File: config.mk
export PLATFORM = sky130hd
export DESIGN_NAME = button_decoder
export DESIGN_NICKNAME = d
export VERILOG_FILES = /design/src/rtl/button_decoder.sv
export SDC_FILE = /design/constraint.sdc
export NUM_CORES = 1
export LEC_CHECK = 0
export ABC_AREA = 1
export BUFFER_PORTS_ARGS = -buffer_cell sky130_fd_sc_hd__buf_2
export CORE_ASPECT_RATIO = 2
export CORE_MARGIN = 2
export CORE_UTILIZATION = 45
export CTS_BUF_LIST = sky130_fd_sc_hd__clkbuf_8
export DETAILED_ROUTE_END_ITERATION = 16
export MAX_ROUTING_LAYER = met4
export PLACE_DENSITY_LB_ADDON = 0.1
export SYNTH_ARGS = -nofsm -noshare
export SYNTH_HDL_FRONTEND = slang
export SYNTH_SLANG_ARGS = --single-unit
File: constraint.sdc
create_clock -name clk -period 2.7 [get_ports clk]
set_input_delay 0.405 -clock clk [delete_from_list [all_inputs] [get_ports clk]]
set_output_delay 0.405 -clock clk [all_outputs]
set_load 0.1 [all_outputs]
File: src/rtl/button_decoder.sv
// Push-button front end: synchronises and debounces an active-low pin, then classifies
// each press into short / long / auto-repeat command pulses for the colour FSM.
module button_decoder #(
   parameter int unsigned DEBOUNCE_CYCLES   = 120000,
   parameter int unsigned LONG_PRESS_CYCLES = 12000000,
   parameter int unsigned REPEAT_CYCLES     = 2000000
) (
   input  logic clk,
   input  logic rst,
   input  logic btn_n,
   output logic pressed,
   output logic short_press,
   output logic long_press,
   output logic repeat_tick
);

   localparam int unsigned DW = $clog2(DEBOUNCE_CYCLES + 1);
   localparam int unsigned HW = $clog2(LONG_PRESS_CYCLES + 1);
   localparam int unsigned RW = $clog2(REPEAT_CYCLES + 1);

   localparam logic [DW-1:0] DB_LAST   = DW'(DEBOUNCE_CYCLES - 1);
   localparam logic [HW-1:0] HOLD_LAST = HW'(LONG_PRESS_CYCLES - 1);
   localparam logic [RW-1:0] REP_LAST  = RW'(REPEAT_CYCLES - 1);

   typedef enum logic [1:0] {
      IDLE    = 2'd0,
      PRESSED = 2'd1,
      HELD    = 2'd2
   } state_t;

   logic          sync1_q;
   logic          sync2_q;
   logic          stable_q;
   logic [DW-1:0] db_cnt_q;

   state_t        state_q, state_d;
   logic [HW-1:0] hold_q, hold_d;
   logic [RW-1:0] rep_q, rep_d;
   logic          short_d, long_d, tick_d;

   // Two-flop synchroniser; idles at the released level
   always_ff @(posedge clk or posedge rst) begin
      if (rst) begin
         sync1_q <= 1'b1;
         sync2_q <= 1'b1;
      end else begin
         sync1_q <= btn_n;
         sync2_q <= sync1_q;
      end
   end

   // Accept a new level only after it has differed from stable for DEBOUNCE_CYCLES clks
   always_ff @(posedge clk or posedge rst) begin
      if (rst) begin
         stable_q <= 1'b1;
         db_cnt_q <= '0;
      end else if (sync2_q == stable_q) begin
         db_cnt_q <= '0;
      end else if (db_cnt_q == DB_LAST) begin
         stable_q <= sync2_q;
         db_cnt_q <= '0;
      end else begin
         db_cnt_q <= db_cnt_q + DW'(1);
      end
   end

   always_ff @(posedge clk or posedge rst) begin
      if (rst) begin
         state_q     <= IDLE;
         hold_q      <= '0;
         rep_q       <= '0;
         pressed     <= 1'b0;
         short_press <= 1'b0;
         long_press  <= 1'b0;
         repeat_tick <= 1'b0;
      end else begin
         state_q     <= state_d;
         hold_q      <= hold_d;
         rep_q       <= rep_d;
         pressed     <= ~stable_q;
         short_press <= short_d;
         long_press  <= long_d;
         repeat_tick <= tick_d;
      end
   end

   // Press classification; a release always takes priority over a same-cycle threshold
   always_comb begin
      state_d = state_q;
      hold_d  = hold_q;
      rep_d   = rep_q;
      short_d = 1'b0;
      long_d  = 1'b0;
      tick_d  = 1'b0;
      case (state_q)
         IDLE: begin
            if (!stable_q) begin
               state_d = PRESSED;
               hold_d  = '0;
            end
         end
         PRESSED: begin
            if (stable_q) begin
               state_d = IDLE;
               short_d = 1'b1;
            end else if (hold_q == HOLD_LAST) begin
               state_d = HELD;
               long_d  = 1'b1;
               rep_d   = '0;
            end else begin
               hold_d  = hold_q + HW'(1);
            end
         end
         HELD: begin
            if (stable_q) begin
               state_d = IDLE;
            end else if (rep_q == REP_LAST) begin
               tick_d  = 1'b1;
               rep_d   = '0;
            end else begin
               rep_d   = rep_q + RW'(1);
            end
         end
         default: state_d = IDLE;
      endcase
   end

endmodule
Yosys cells after proc, flatten, opt, wreduce, memory -nomap -nowiden:

Index checks and enable logic that the tools add are counted.

* bits in registers: 71
* logic and storage cells: 60
* output and inout bits: 4
* bits of input ports: 3

* bitwise gates (word level): 2
* mux-type cells: 24
* equality and inequality tests: 13
* reduce and logical (&&, ||, !) cells: 7
* $add $sub $neg: 3

Operator list (count)
* 21-bit two-way mux: 4
* 24-bit two-way mux: 3
* 24-bit case mux with 2 select lines: 1
* 21-bit case mux with 2 select lines: 1
* 17-bit two-way mux: 2
* 24-bit by 1-bit adder with 24-bit output, second input constant: 1
* 24-bit equality test, second input constant: 1
* 21-bit by 1-bit adder with 21-bit output, second input constant: 1
* 21-bit equality test, second input constant: 1
* 17-bit by 1-bit adder with 17-bit output, second input constant: 1
* 17-bit equality test, second input constant: 1
* 2-bit inequality test, second input constant: 6
* 1-bit two-way mux: 8
* 2-bit two-way mux: 4
* 4-bit AND reduction: 2
* 2-bit case mux with 3 select lines: 1
* 2-bit nonzero test: 2
* 3-bit inequality test, second input constant: 1
* 3-bit AND reduction: 1
* 2-bit by 1-bit equality test with 1-bit output, second input constant: 1
* 2-bit equality test, second input constant: 1
* 2-bit zero test: 1
* 1-bit inverter: 2
* 2-bit AND reduction: 1
* 1-bit equality test: 1

Longest topological paths before layout:

Gate-level depths: netlist of the first run.

* depth in word-level cells: 4
* gate-level depth with buffers: 11
* depth with buffers taken out: 10

Least setup slack after synthesis of the first run:

Ideal clock, no wire load.

* kind: register to register
* start point: register hold_q[0]
* end point: register hold_q[16]
* stages on the path, launching flop included: 12
* library setup time: 0.065 ns
* data arrival time: 1.501 ns
* setup slack: 1.134 ns
* period minus slack after synthesis: 1.566 ns
* data required time: 2.635 ns
* path buffers: 1
* path through: dfrtp_1 ha_1 nand3_2 inv_2 nand2_2 clkinv_2 nand3_1 nand2_2 inv_2 buf_6 nand3_2 nand2_1

* word-level cells in the longest chain between the ends: 4
* elaborated cells on any way between the ends: 7
* those cells by class: add/sub (1); eq/ne (2); mux (3); reduce/logical (1)

RTL lines
* start, declared: line 37 `logic [HW-1:0] hold_q, hold_d;`
* start signal, assigned: line 78 `hold_q <= hold_d;`
* 24-bit by 1-bit adder with 24-bit output: line 111 `hold_d = hold_q + HW'(1);`
* 24-bit two-way mux: line 106 `end else if (hold_q == HOLD_LAST) begin`
* 24-bit two-way mux: line 103 `if (stable_q) begin`
* 24-bit case mux with 2 select lines: line 95 `case (state_q)`

Several ways; a longest one is shown, not always the timed one. The select of a mux whose other input is x is not followed.
A chain may end at the register's enable or synchronous reset.

Worst setup path after layout of the first run:

* start point: register hold_q[0]
* end point: register hold_q[15]

Same word-level chain as after synthesis.

==> results of run 1 <==
[cell families after synthesis]
family,after synthesis,share of synthesized area [%]
AOI/OAI and AO/OA,48,6.55
xor gates and xnor gates,26,5.27
adders and majority gates,3,0.869
buffers and inverters,78,8.02
DFF,71,41.2
and+or+nand+nor,386,38.1
[metrics by stage]
step | setup slack [ns] | instance area, sq um | utilization, %
after floorplan | 0.503 | 4320 | -
after global placement | 0.794 | 4420 | 47.4
after detailed placement | 0.750 | 4420 | 47.4
after CTS | 0.713 | 4580 | 49.2
final | 0.744 | 4580 | 49.2
after global routing | 0.491 | 4580 | 49.2
[worst min-delay path by stage]
stage	startpoint	end	cells after the start
floorplan	sync1_q	sync2_q	0
global placement	sync1_q	sync2_q	0
detailed placement	sync1_q	sync2_q	0
CTS	rst	hold_q[11]	3
global route	btn_n	sync1_q	1
finish	rst	rep_q[4]	3
[registers in the layout (all words and copies together) (netlist names)]
register     count
long_press       1
sync2_q          1
state_q          2
rep_q           21
pressed          1
sync1_q          1
short_press      1
repeat_tick      1
stable_q         1
db_cnt_q        17
hold_q          24
[report_power, final]
part | internal [mW] | switching, mW
clock network | 0.320 | 0.415
logic | 0.00926 | 0.0301
registers | 1.07 | 0.00441
total | 1.40 | 0.449
[worst max-delay path: cells and delay by family, from the launching register on]
| family | cells | cell delay [ns] |
|---|---|---|
| buffers and inverters | 3 | 0.48 |
| adders and majority gates | 1 | 0.27 |
| AOI/OAI and AO/OA | 1 | 0.09 |
| and+or+nand+nor | 5 | 0.60 |
| DFF | 1 | 0.42 |
[area by class of cell]
class | instances | area [sq um]
fillers | 954 | 4740
multi-input cells | 463 | 2190
flip-flops and latches | 71 | 1780
inverters | 65 | 245
well taps | 104 | 130
clock buffers | 9 | 124
repair buffers | 10 | 72.6
clock inverters | 7 | 36.3
[cells in the final DEF (no fill, tap or decap), types with 2 or more instances in the layout]
master | synthesis | routed
sky130_fd_sc_hd__o21ai_2 | 9 | 9
sky130_fd_sc_hd__nor2_2 | 3 | 3
sky130_fd_sc_hd__dfstp_2 | 3 | 3
sky130_fd_sc_hd__nor2_1 | 104 | 104
sky130_fd_sc_hd__ha_1 | 3 | 3
sky130_fd_sc_hd__dfrtp_1 | 68 | 68
sky130_fd_sc_hd__o21ai_0 | 22 | 22
sky130_fd_sc_hd__clkinv_2 | 1 | 3
sky130_fd_sc_hd__a211oi_1 | 2 | 2
sky130_fd_sc_hd__clkbuf_8 | 0 | 9
sky130_fd_sc_hd__buf_2 | 0 | 6
sky130_fd_sc_hd__inv_1 | 61 | 63
sky130_fd_sc_hd__nand2_2 | 2 | 2
sky130_fd_sc_hd__xnor2_1 | 5 | 5
sky130_fd_sc_hd__a21oi_1 | 9 | 9
sky130_fd_sc_hd__inv_2 | 3 | 4
sky130_fd_sc_hd__o21ai_1 | 4 | 4
sky130_fd_sc_hd__nand3_1 | 53 | 53
sky130_fd_sc_hd__nand4_1 | 20 | 20
sky130_fd_sc_hd__nand3_2 | 3 | 3
sky130_fd_sc_hd__xor2_1 | 21 | 21
sky130_fd_sc_hd__buf_4 | 4 | 3
sky130_fd_sc_hd__or2_2 | 2 | 2
sky130_fd_sc_hd__nand2_1 | 180 | 180
sky130_fd_sc_hd__nand3b_1 | 5 | 5
sky130_fd_sc_hd__nor3_1 | 12 | 12
sky130_fd_sc_hd__clkinvlp_4 | 0 | 2
[routing by layer]
| metal | track usage (%) | up-vias | routed length, um |
|---|---|---|---|
| met5 | - | - | 0 |
| met4 | 13.3 | 0 | 524 |
| met3 | 3.26 | 39 | 235 |
| met2 | 41.7 | 66 | 6030 |
| met1 | 22.7 | 1796 | 3970 |
| li1 | - | 1964 | - |
==> qor.yml, run 1 <==
place:
  portBuffers: 6
  place_inst: 713
  place_hpwl_mm: 8.03
  gpl.final_weighted_congestion: 0.941
timing:
  fin_hold_ws_ns: 0.0882
  worstMarginPinSlew_ns: 0.497
  slew_violations: 0
  finClkSkew_ns: 0.0140
  fmaxAchievable_mhz: 511
  rsz0062_at_grt: "false"
  layout_worst_path_cycle_share_pct: 72.5
  setup-violations-final: 0
  worst_slew_margin_rel_pct: 66.8
  period_minus_slack_ns: 1.96
  setup_total_negative_slack_ns: 0
  hold_violations: 0
run:
  drv.max_cap_violation_count: 0
critical_path:
  worstSetupStartpointType: "flop"
  critical_path.endpoint: "hold_q[15]"
  arrival_ns: 2.24
  regToRegSetupSlack_ns: 0.74
  crit-reg2reg-launch: "hold_q[0]"
  startpoint: "hold_q[0]"
  cpPeakStageDelay_ns: 0.42
  critPathRequiredTime_ns: 2.98
  critical_path_class: "flop to flop"
  critical_path.reg2reg.endpoint: "hold_q[15]"
  crit_path_cell_trace: "ha_1 -> nand3_2 -> inv_2 -> nand2_2 -> clkinv_2 -> nand3_1 -> nand2_2 -> inv_2 -> nand3_1 -> o21ai_0"
  timing.critical_path.fanout_max: 18
  worst-r2r-cell-count: 10
  sort_of_element_at_the_end_of_the_critical_path: "flop"
  critical_path.slowest_cell: "sky130_fd_sc_hd__dfrtp_1"
drt:
  postRouteAntennaNets: 0
  viasPerCell: 5.30
  dr.pass1.iters: 4
  postRouteWirelength_mm: 10.8
  drt_iter0_drcs: 185
  post_drt_wl_per_cell_um: 14.8
  dr_total_vias: 3865
  remaining_drc_errors: 0
clock_network:
  post_cts_hold_buffer_count: 0
  worst_skew_pair.late_latency_ns: 0.36
  cts_tree: "yes"
  ctsRootBufferMaster: "sky130_fd_sc_hd__clkbuf_8"
  cts_resized: 0
  clock_transition_at_the_registers_of_the_reported_paths_ns: 0.08
  post_cts.repair.setup_buffers: 0
  h-tree-depth: 3
  clock_sinks: 71
  number_of_buffers_created_by_cts: 9
  clockBufferDepth: 2
die:
  die_area_sq_um: 10400
  dieHeight_um: 143
  core_area_sq_um: 9320
  ios: 7
  floorplan.rows: 50
  die_width_um: 73.3
  initial_core_util_pct: 46.3
synth:
  synth.area.top_cells: "sky130_fd_sc_hd__dfrtp_1, sky130_fd_sc_hd__nand2_1, sky130_fd_sc_hd__nor2_1"
  synth-seq-cells: 71
  synth_edf_count: 0
  synth.most_common_cell: "sky130_fd_sc_hd__nand2_1"
  summed_instance_area_of_the_synthesized_netlist_sq_um: 4320
  post-synth-top-area-fraction_pct: 39.4
  asyncSetResetFlopFracSynth_pct: 100
  synth_warnings: 0
  seq_area_frac_synth_pct: 41.2
  synth_flop_cell: "sky130_fd_sc_hd__dfrtp_1"
  syn_area_cell_sq_um: 7.06
  synth.distinct_cells: 30
  synth_top_cell_by_area: "sky130_fd_sc_hd__dfrtp_1"
  syn_nets: 618
  synthTopCellsByCount: "sky130_fd_sc_hd__nand2_1, sky130_fd_sc_hd__nor2_1, sky130_fd_sc_hd__dfrtp_1"
  synth_cells: 612
pwr:
  power.ir.vdd_worst_uv: 287
  p_leak_nw: 2.00
  power_density_nw_per_um2: 403
  total_power_mw: 1.85
global_routing:
  vias_in_the_first_global_route: 3905
  wire_length_of_the_first_global_routing_pass_mm: 18.0
  initial_antenna_violation_count: 0
  global_route.usage.total_pct: 23.2
  pin_count_of_the_biggest_net_entering_global_routing: 72
  grt-ovfl-total: 0
hold_path:
  worst_hold_class: "primary input to async pin"
finish:
  insertedDiodeCount: 0
  final_nets: 626
  syn_to_final_growth_pct: 6.05
  finish.cell_count_without_fillers: 729
  layout-drive-gt1-share_pct: 8.16
status:
  run_status: "finished clean"
No activity file was read; power rests on OpenSTA's default activity.
==> inputs of run 2 (changes only) <==
Settings changed: ABC_AREA 1 to 0.
Clock period 2.7 ns to 1.6 ns, I/O delays scaled along.
==> qor.yml, run 2 <==
hold_path:
  worst_hold_class: "flop to flop"
  holdPathStages: 0
  worst_hold_path.endpoint: "sync2_q"
  hp-start: "sync1_q"
timing:
  hold_violations: 0
  rsz0062_at_grt: "true"
  setup-violations-final: 59
  layout_worst_path_cycle_share_pct: 152
  finClkSkew_ns: 0.00965
  slew_violations: 0
  fin_hold_ws_ns: 0.359
  period_minus_slack_ns: 2.43
  setup_total_negative_slack_ns: -25.87
  fmaxAchievable_mhz: 412
  worst_slew_margin_rel_pct: 66.2
  fin_ws_ns: -0.829
  worstMarginPinSlew_ns: 0.503
pwr:
  netSwitchingPower_mw: 0.743
  total_power_mw: 3.48
  power.ir.vdd_worst_uv: 470
  sequential_share_of_power_pct: 52.0
  p_leak_nw: 2.48
  fraction_of_power_spent_switching_nets_pct: 21.3
  power.share.clock_pct: 45.3
  power_density_nw_per_um2: 639
  comb_power_share_pct: 2.7
  internal-power_mw: 2.74
synth:
  asyncSetResetFlopFracSynth_pct: 100
  post-synth-top-area-fraction_pct: 46.3
  synth_top_cell_by_area: "sky130_fd_sc_hd__dfrtp_1"
  synth_warnings: 0
  synth.area.top_cells: "sky130_fd_sc_hd__dfrtp_1, sky130_fd_sc_hd__nor2_1, sky130_fd_sc_hd__xnor2_1"
  summed_instance_area_of_the_synthesized_netlist_sq_um: 3670
  synth_cells: 396
  synth_flop_cell: "sky130_fd_sc_hd__dfrtp_1"
  syn_nets: 402
  syn_area_cell_sq_um: 9.28
  synth-seq-cells: 71
  synth_edf_count: 0
  synth.distinct_cells: 50
  synth.most_common_cell: "sky130_fd_sc_hd__dfrtp_1"
  synthTopCellsByCount: "sky130_fd_sc_hd__dfrtp_1, sky130_fd_sc_hd__nor2_1, sky130_fd_sc_hd__nand2_1"
  seq_area_frac_synth_pct: 48.5
critical_path:
  cpPeakStageDelay_ns: 0.53
  critical_path.slowest_cell: "sky130_fd_sc_hd__or4b_4"
  sort_of_element_at_the_end_of_the_critical_path: "flop"
  crit-reg2reg-launch: "hold_q[15]"
  critical_path_class: "flop to flop"
  timing.critical_path.fanout_max: 6
  crit_path_cell_trace: "or4b_4 -> or4_4 -> buf_4 -> o31a_4 -> or3_4 -> a21oi_1"
  worst-r2r-cell-count: 6
  critical_path.reg2reg.endpoint: "rep_q[13]"
  regToRegSetupSlack_ns: -0.83
  arrival_ns: 2.71
  critPathRequiredTime_ns: 1.89
  worstSetupStartpointType: "flop"
place:
  place_hpwl_mm: 7.58
  gpl.final_weighted_congestion: 0.940
  portBuffers: 6
  post-place-ws_ns: -0.935
finish:
  layout-drive-gt1-share_pct: 40.7
  layout.cells.most_common: "sky130_fd_sc_hd__buf_4"
  insertedDiodeCount: 0
  filler_cell_count: 655
  final_nets: 541
  max_flop_register: "hold_q"
  syn_to_final_growth_pct: 48.4
  largest_reg_flops: 24
  multi_input_area_sq_um: 2150
  most_frequent_cells_in_the_layout: "sky130_fd_sc_hd__buf_4, sky130_fd_sc_hd__dfrtp_1, sky130_fd_sc_hd__nand2_1"
  largest_registers: "hold_q (24), rep_q (21), db_cnt_q (17)"
  regArea_sq_um: 1780
run:
  drv.max_cap_violation_count: 0
drt:
  postRouteWirelength_mm: 11.1
  drt_iter0_drcs: 166
  remaining_drc_errors: 0
  post_drt_wl_per_cell_um: 17.5
  dr.pass1.iters: 4
  viasPerCell: 5.73
  dr_total_vias: 3644
  postRouteAntennaNets: 0
die:
  core_area_sq_um: 7940
  die_area_sq_um: 8950
  die_width_um: 67.9
  dieHeight_um: 132
  floorplan.rows: 46
  ios: 7
  initial_core_util_pct: 46.3
status:
  failed_checks: "setup timing"
  run_status: "finished, violations left"
clock_network:
  clock_sinks: 71
  ctsRootBufferMaster: "sky130_fd_sc_hd__clkbuf_8"
  h-tree-depth: 3
  clockBufferDepth: 2
  worst_skew_pair.late_latency_ns: 0.36
  clock_transition_at_the_registers_of_the_reported_paths_ns: 0.07
  number_of_buffers_created_by_cts: 9
  cts_tree: "yes"
global_routing:
  grt-ovfl-total: 0
  initial_antenna_violation_count: 0
  global_route.usage.total_pct: 28.7
  pin_count_of_the_biggest_net_entering_global_routing: 72
  wire_length_of_the_first_global_routing_pass_mm: 18.8
  vias_in_the_first_global_route: 4031
## run 2: cell types whose count changed in the layout (fill, tap and decap cells not counted), moves of 30 or more
cell | previous run | this run
sky130_fd_sc_hd__buf_4 | 3 | 112
sky130_fd_sc_hd__inv_1 | 63 | 13
sky130_fd_sc_hd__nand2_1 | 180 | 32
sky130_fd_sc_hd__nand3_1 | 53 | 23
sky130_fd_sc_hd__nor2_1 | 104 | 30
## run 2: how the worst max path moves through the flow
stage	startpoint	end	slack [ns]
CTS	hold_q[15]	rep_q[20]	-0.86
global placement	hold_q[15]	rep_q[5]	-0.86
floorplan	hold_q[14]	rep_q[20]	-0.88
finish	hold_q[15]	rep_q[13]	-0.83
global route	hold_q[15]	rep_q[20]	-0.89
detailed placement	hold_q[15]	rep_q[20]	-0.94
## run 2: cell families (layout without fill, tap and decap cells)
logic type | after synthesis | in the layout | synth area share (%)
xor+xnor | 28 | 28 | 6.68
simple gates | 198 | 200 | 28.5
flops | 71 | 71 | 48.5
mux | 1 | 1 | 0.307
fa+ha+maj | 3 | 3 | 1.02
buf+inv | 26 | 167 | 2.96
compound gates | 69 | 70 | 12.1
## run 2: layout make-up
type                    instances  share of cell area (%)
well taps                      96                    2.20
multi-input cells             302                    39.4
clock inverters                 6                    1.45
flip-flops and latches         71                    32.7
repair buffers                139                    20.8
inverters                      12                   0.941
clock buffers                  10                    2.52
## run 2: power by group through the flow
stage / clock network, mW / logic [mW] / registers (mW)
2_1_floorplan: 0 / 0.0519 / 1.85
3_3_place_gp: 0 / 0.0741 / 1.85
5_1_grt: 1.69 / 0.107 / 1.81
6_report: 1.58 / 0.0941 / 1.81
3_5_place_dp: 0 / 0.0766 / 1.85
4_1_cts: 1.61 / 0.0902 / 1.81
## run 2: routing by layer
layer	part of all wire [%]	global-route usage, %	up-vias
li1	-	-	1723
met1	35	28.2	1790
met2	56	48.2	76
met3	2.6	5.12	55
met4	6.8	20.7	0
met5	0	-	-
## run 2: repair_timing
action	4_1_cts	5_1_grt
resized for setup	43	33
setup buffers	9	2
gates cloned	5	0
hold endpoints to repair	23	0
hold buffers	2	0
pin swaps	28	10
endpoints found under the setup margin	61	63
## run 2: through the flow
stage / cells / utilization [%] / area, sq um
floorplan: 396 / - / 3850
global placement: 602 / 60.3 / 4790
detailed placement: 602 / 60.3 / 4790
CTS: 634 / 67.0 / 5330
global route: 636 / 68.6 / 5450
finish: 636 / 68.6 / 5450
## run 2: critical path, delay by kind of cell, from the launching register on
family          cells  cell delay [ns]
flops               1             0.38
compound gates      2             0.43
buf+inv             1             0.17
simple gates        3             1.37
==> inputs of run 3 (changes only) <==
--- a/config.mk
+++ b/config.mk
@@ -11,3 +11,3 @@
 export CORE_MARGIN = 2
-export CORE_UTILIZATION = 45
+export CORE_UTILIZATION = 59
 export CTS_BUF_LIST = sky130_fd_sc_hd__clkbuf_8
==> constraint.sdc (replaced) <==
create_clock -name clk -period 1.6 [get_ports clk]
set_input_delay 0.08 -clock clk [delete_from_list [all_inputs] [get_ports clk]]
set_output_delay 0.08 -clock clk [all_outputs]
set_load 0.1 [all_outputs]
==> qor.yml, run 3 (synthesized netlist as in run 2, its figures left out) <==
timing:
  fmaxAchievable_mhz: 389
  slew_violations: 0
  rsz0062_at_grt: "true"
  layout_worst_path_cycle_share_pct: 161
  fin_hold_ws_ns: 0.259
  finClkSkew_ns: 0.0175
  fin_ws_ns: -0.969
  hold_violations: 0
  setup-violations-final: 64
  period_minus_slack_ns: 2.57
  setup_total_negative_slack_ns: -35.78
  worst_slew_margin_rel_pct: 50.2
  worstMarginPinSlew_ns: 0.747
critical_path:
  critical_path.reg2reg.endpoint: "rep_q[16]"
  cpPeakStageDelay_ns: 0.55
  regToRegSetupSlack_ns: -0.97
  critPathRequiredTime_ns: 1.86
  sort_of_element_at_the_end_of_the_critical_path: "flop"
  critical_path_class: "flop to flop"
  worstSetupStartpointType: "flop"
  worst-r2r-cell-count: 7
  crit_path_cell_trace: "or4b_4 -> or4_4 -> buf_6 -> or3_4 -> a21oi_4 -> buf_12 -> a311oi_2"
  timing.critical_path.fanout_max: 11
  critical_path.slowest_cell: "sky130_fd_sc_hd__or4b_4"
  crit-reg2reg-launch: "hold_q[13]"
  arrival_ns: 2.83
finish:
  filler_cell_count: 161
  largest_reg_flops: 24
  max_flop_register: "hold_q"
  largest_registers: "hold_q (24), rep_q (21), db_cnt_q (17)"
  final_area_sq_um: 5710
  final_nets: 556
  syn_to_final_growth_pct: 55.5
  most_frequent_cells_in_the_layout: "sky130_fd_sc_hd__buf_4, sky130_fd_sc_hd__dfrtp_1, sky130_fd_sc_hd__nand2_1"
  layout-drive-gt1-share_pct: 47.9
  insertedDiodeCount: 0
  layout.cells.most_common: "sky130_fd_sc_hd__buf_4"
drt:
  viasPerCell: 7.27
  dr_total_vias: 4493
  postRouteWirelength_mm: 16.9
  postRouteAntennaNets: 0
  remaining_drc_errors: 0
  dr.pass1.iters: 6
  post_drt_wl_per_cell_um: 27.3
  drt_iter0_drcs: 708
die:
  dieHeight_um: 116
  initial_core_util_pct: 61.2
  die_area_sq_um: 6910
  die_width_um: 59.8
  ios: 7
  floorplan.rows: 40
  core_area_sq_um: 6010
hold_path:
  worst_hold_class: "primary input to async pin"
clock_network:
  ctsRootBufferMaster: "sky130_fd_sc_hd__clkbuf_8"
  number_of_buffers_created_by_cts: 9
  cts_tree: "yes"
  clock_sinks: 71
  clockBufferDepth: 2
  worst_skew_pair.late_latency_ns: 0.39
  clock_transition_at_the_registers_of_the_reported_paths_ns: 0.09
  h-tree-depth: 3
run:
  drv.max_cap_violation_count: 0
place:
  dpl_cell_area_sq_um: 4830
  place_hpwl_mm: 8.09
  gpl.final_weighted_congestion: 0.960
  portBuffers: 6
pwr:
  sequential_share_of_power_pct: 52.9
  netSwitchingPower_mw: 0.866
  comb_power_share_pct: 3.0
  power.ir.vdd_worst_uv: 797
  total_power_mw: 3.43
  power.share.clock_pct: 44.1
  internal-power_mw: 2.56
  fraction_of_power_spent_switching_nets_pct: 25.3
  p_leak_nw: 2.58
  power_density_nw_per_um2: 600
global_routing:
  global_route.usage.total_pct: 42.0
  wire_length_of_the_first_global_routing_pass_mm: 20.6
  grt-ovfl-total: 0
  initial_antenna_violation_count: 0
  pin_count_of_the_biggest_net_entering_global_routing: 32
  vias_in_the_first_global_route: 4179
status:
  run_status: "finished, violations left"
  failed_checks: "setup timing"
[run 3: cell count changes in the layout (fill, tap and decap cells not counted), moves of 5 or more]
cell and delta:
sky130_fd_sc_hd__buf_4 +8, sky130_fd_sc_hd__o31ai_1 -5, sky130_fd_sc_hd__or4_1 -7, sky130_fd_sc_hd__a21oi_2 +6, sky130_fd_sc_hd__or4_4 +7, sky130_fd_sc_hd__a21oi_1 -6, sky130_fd_sc_hd__buf_6 +6
[run 3: worst max-delay path: cells and delay by family, from the launching register on]
family          cells  cell delay, ns
compound gates      2            0.29
buf+inv             2            0.32
flops               1            0.42
simple gates        3            1.41
[run 3: cell type report]
class	count	area, sq um	area share [%]
Clock buffer	9	124	2.17
Clock inverter	7	73.8	1.29
Inverter	12	48.8	0.854
Multi-Input combinational cell	300	2280	40.0
Sequential cell	71	1780	31.2
Tap cell	63	78.8	1.38
Timing Repair Buffer	156	1320	23.2
[run 3: power groups by stage]
stage          Sequential [mW]  Combinational, mW  Clock, mW
2_1_floorplan             1.85             0.0519          0
3_3_place_gp              1.84             0.0796          0
3_5_place_dp              1.85             0.0832          0
4_1_cts                   1.81             0.0939       1.45
5_1_grt                   1.81              0.113       1.57
6_report                  1.81              0.104       1.51
[run 3: worst max-delay path by stage]
| stage | from | slack (ns) | cells after the start | to |
|---|---|---|---|---|
| after floorplan | hold_q[14] | -0.88 | 6 | rep_q[20] |
| after global placement | hold_q[15] | -0.87 | 6 | rep_q[5] |
| after detailed placement | hold_q[15] | -0.97 | 6 | rep_q[5] |
| after CTS | hold_q[13] | -0.85 | 6 | rep_q[5] |
| after global routing | hold_q[13] | -1.04 | 8 | hold_q[7] |
| final | hold_q[13] | -0.97 | 7 | rep_q[16] |
[run 3: through the flow]
| step | utilization (%) | setup WS (ns) | instances |
|---|---|---|---|
| 4_1_cts | 89.5 | -0.849 | 608 |
| 3_5_place_dp | 80.4 | -0.973 | 576 |
| 6_report | 95.1 | -0.969 | 618 |
| 5_1_grt | 95.1 | -1.04 | 618 |
| 3_3_place_gp | 80.4 | -0.871 | 576 |
| 2_1_floorplan | - | -0.879 | 396 |
[run 3: timing repair]
action                                  4_1_cts  5_1_grt
gates resized for setup                      55       63
endpoints found under the setup margin       61       63
buffers inserted                             12       12
gates cloned                                  2        0
hold buffers                                  2        0
endpoints found under the hold margin        18        0
pin swaps                                    35       49
[run 3: routing by layer]
metal | global-route usage (%) | routed length (um) | vias up
met2 | 71.4 | 8230 | 436
met4 | 29.3 | 2020 | 0
met1 | 39.3 | 5130 | 2085
li1 | - | - | 1762
met5 | - | 0 | -
met3 | 10.4 | 1500 | 210
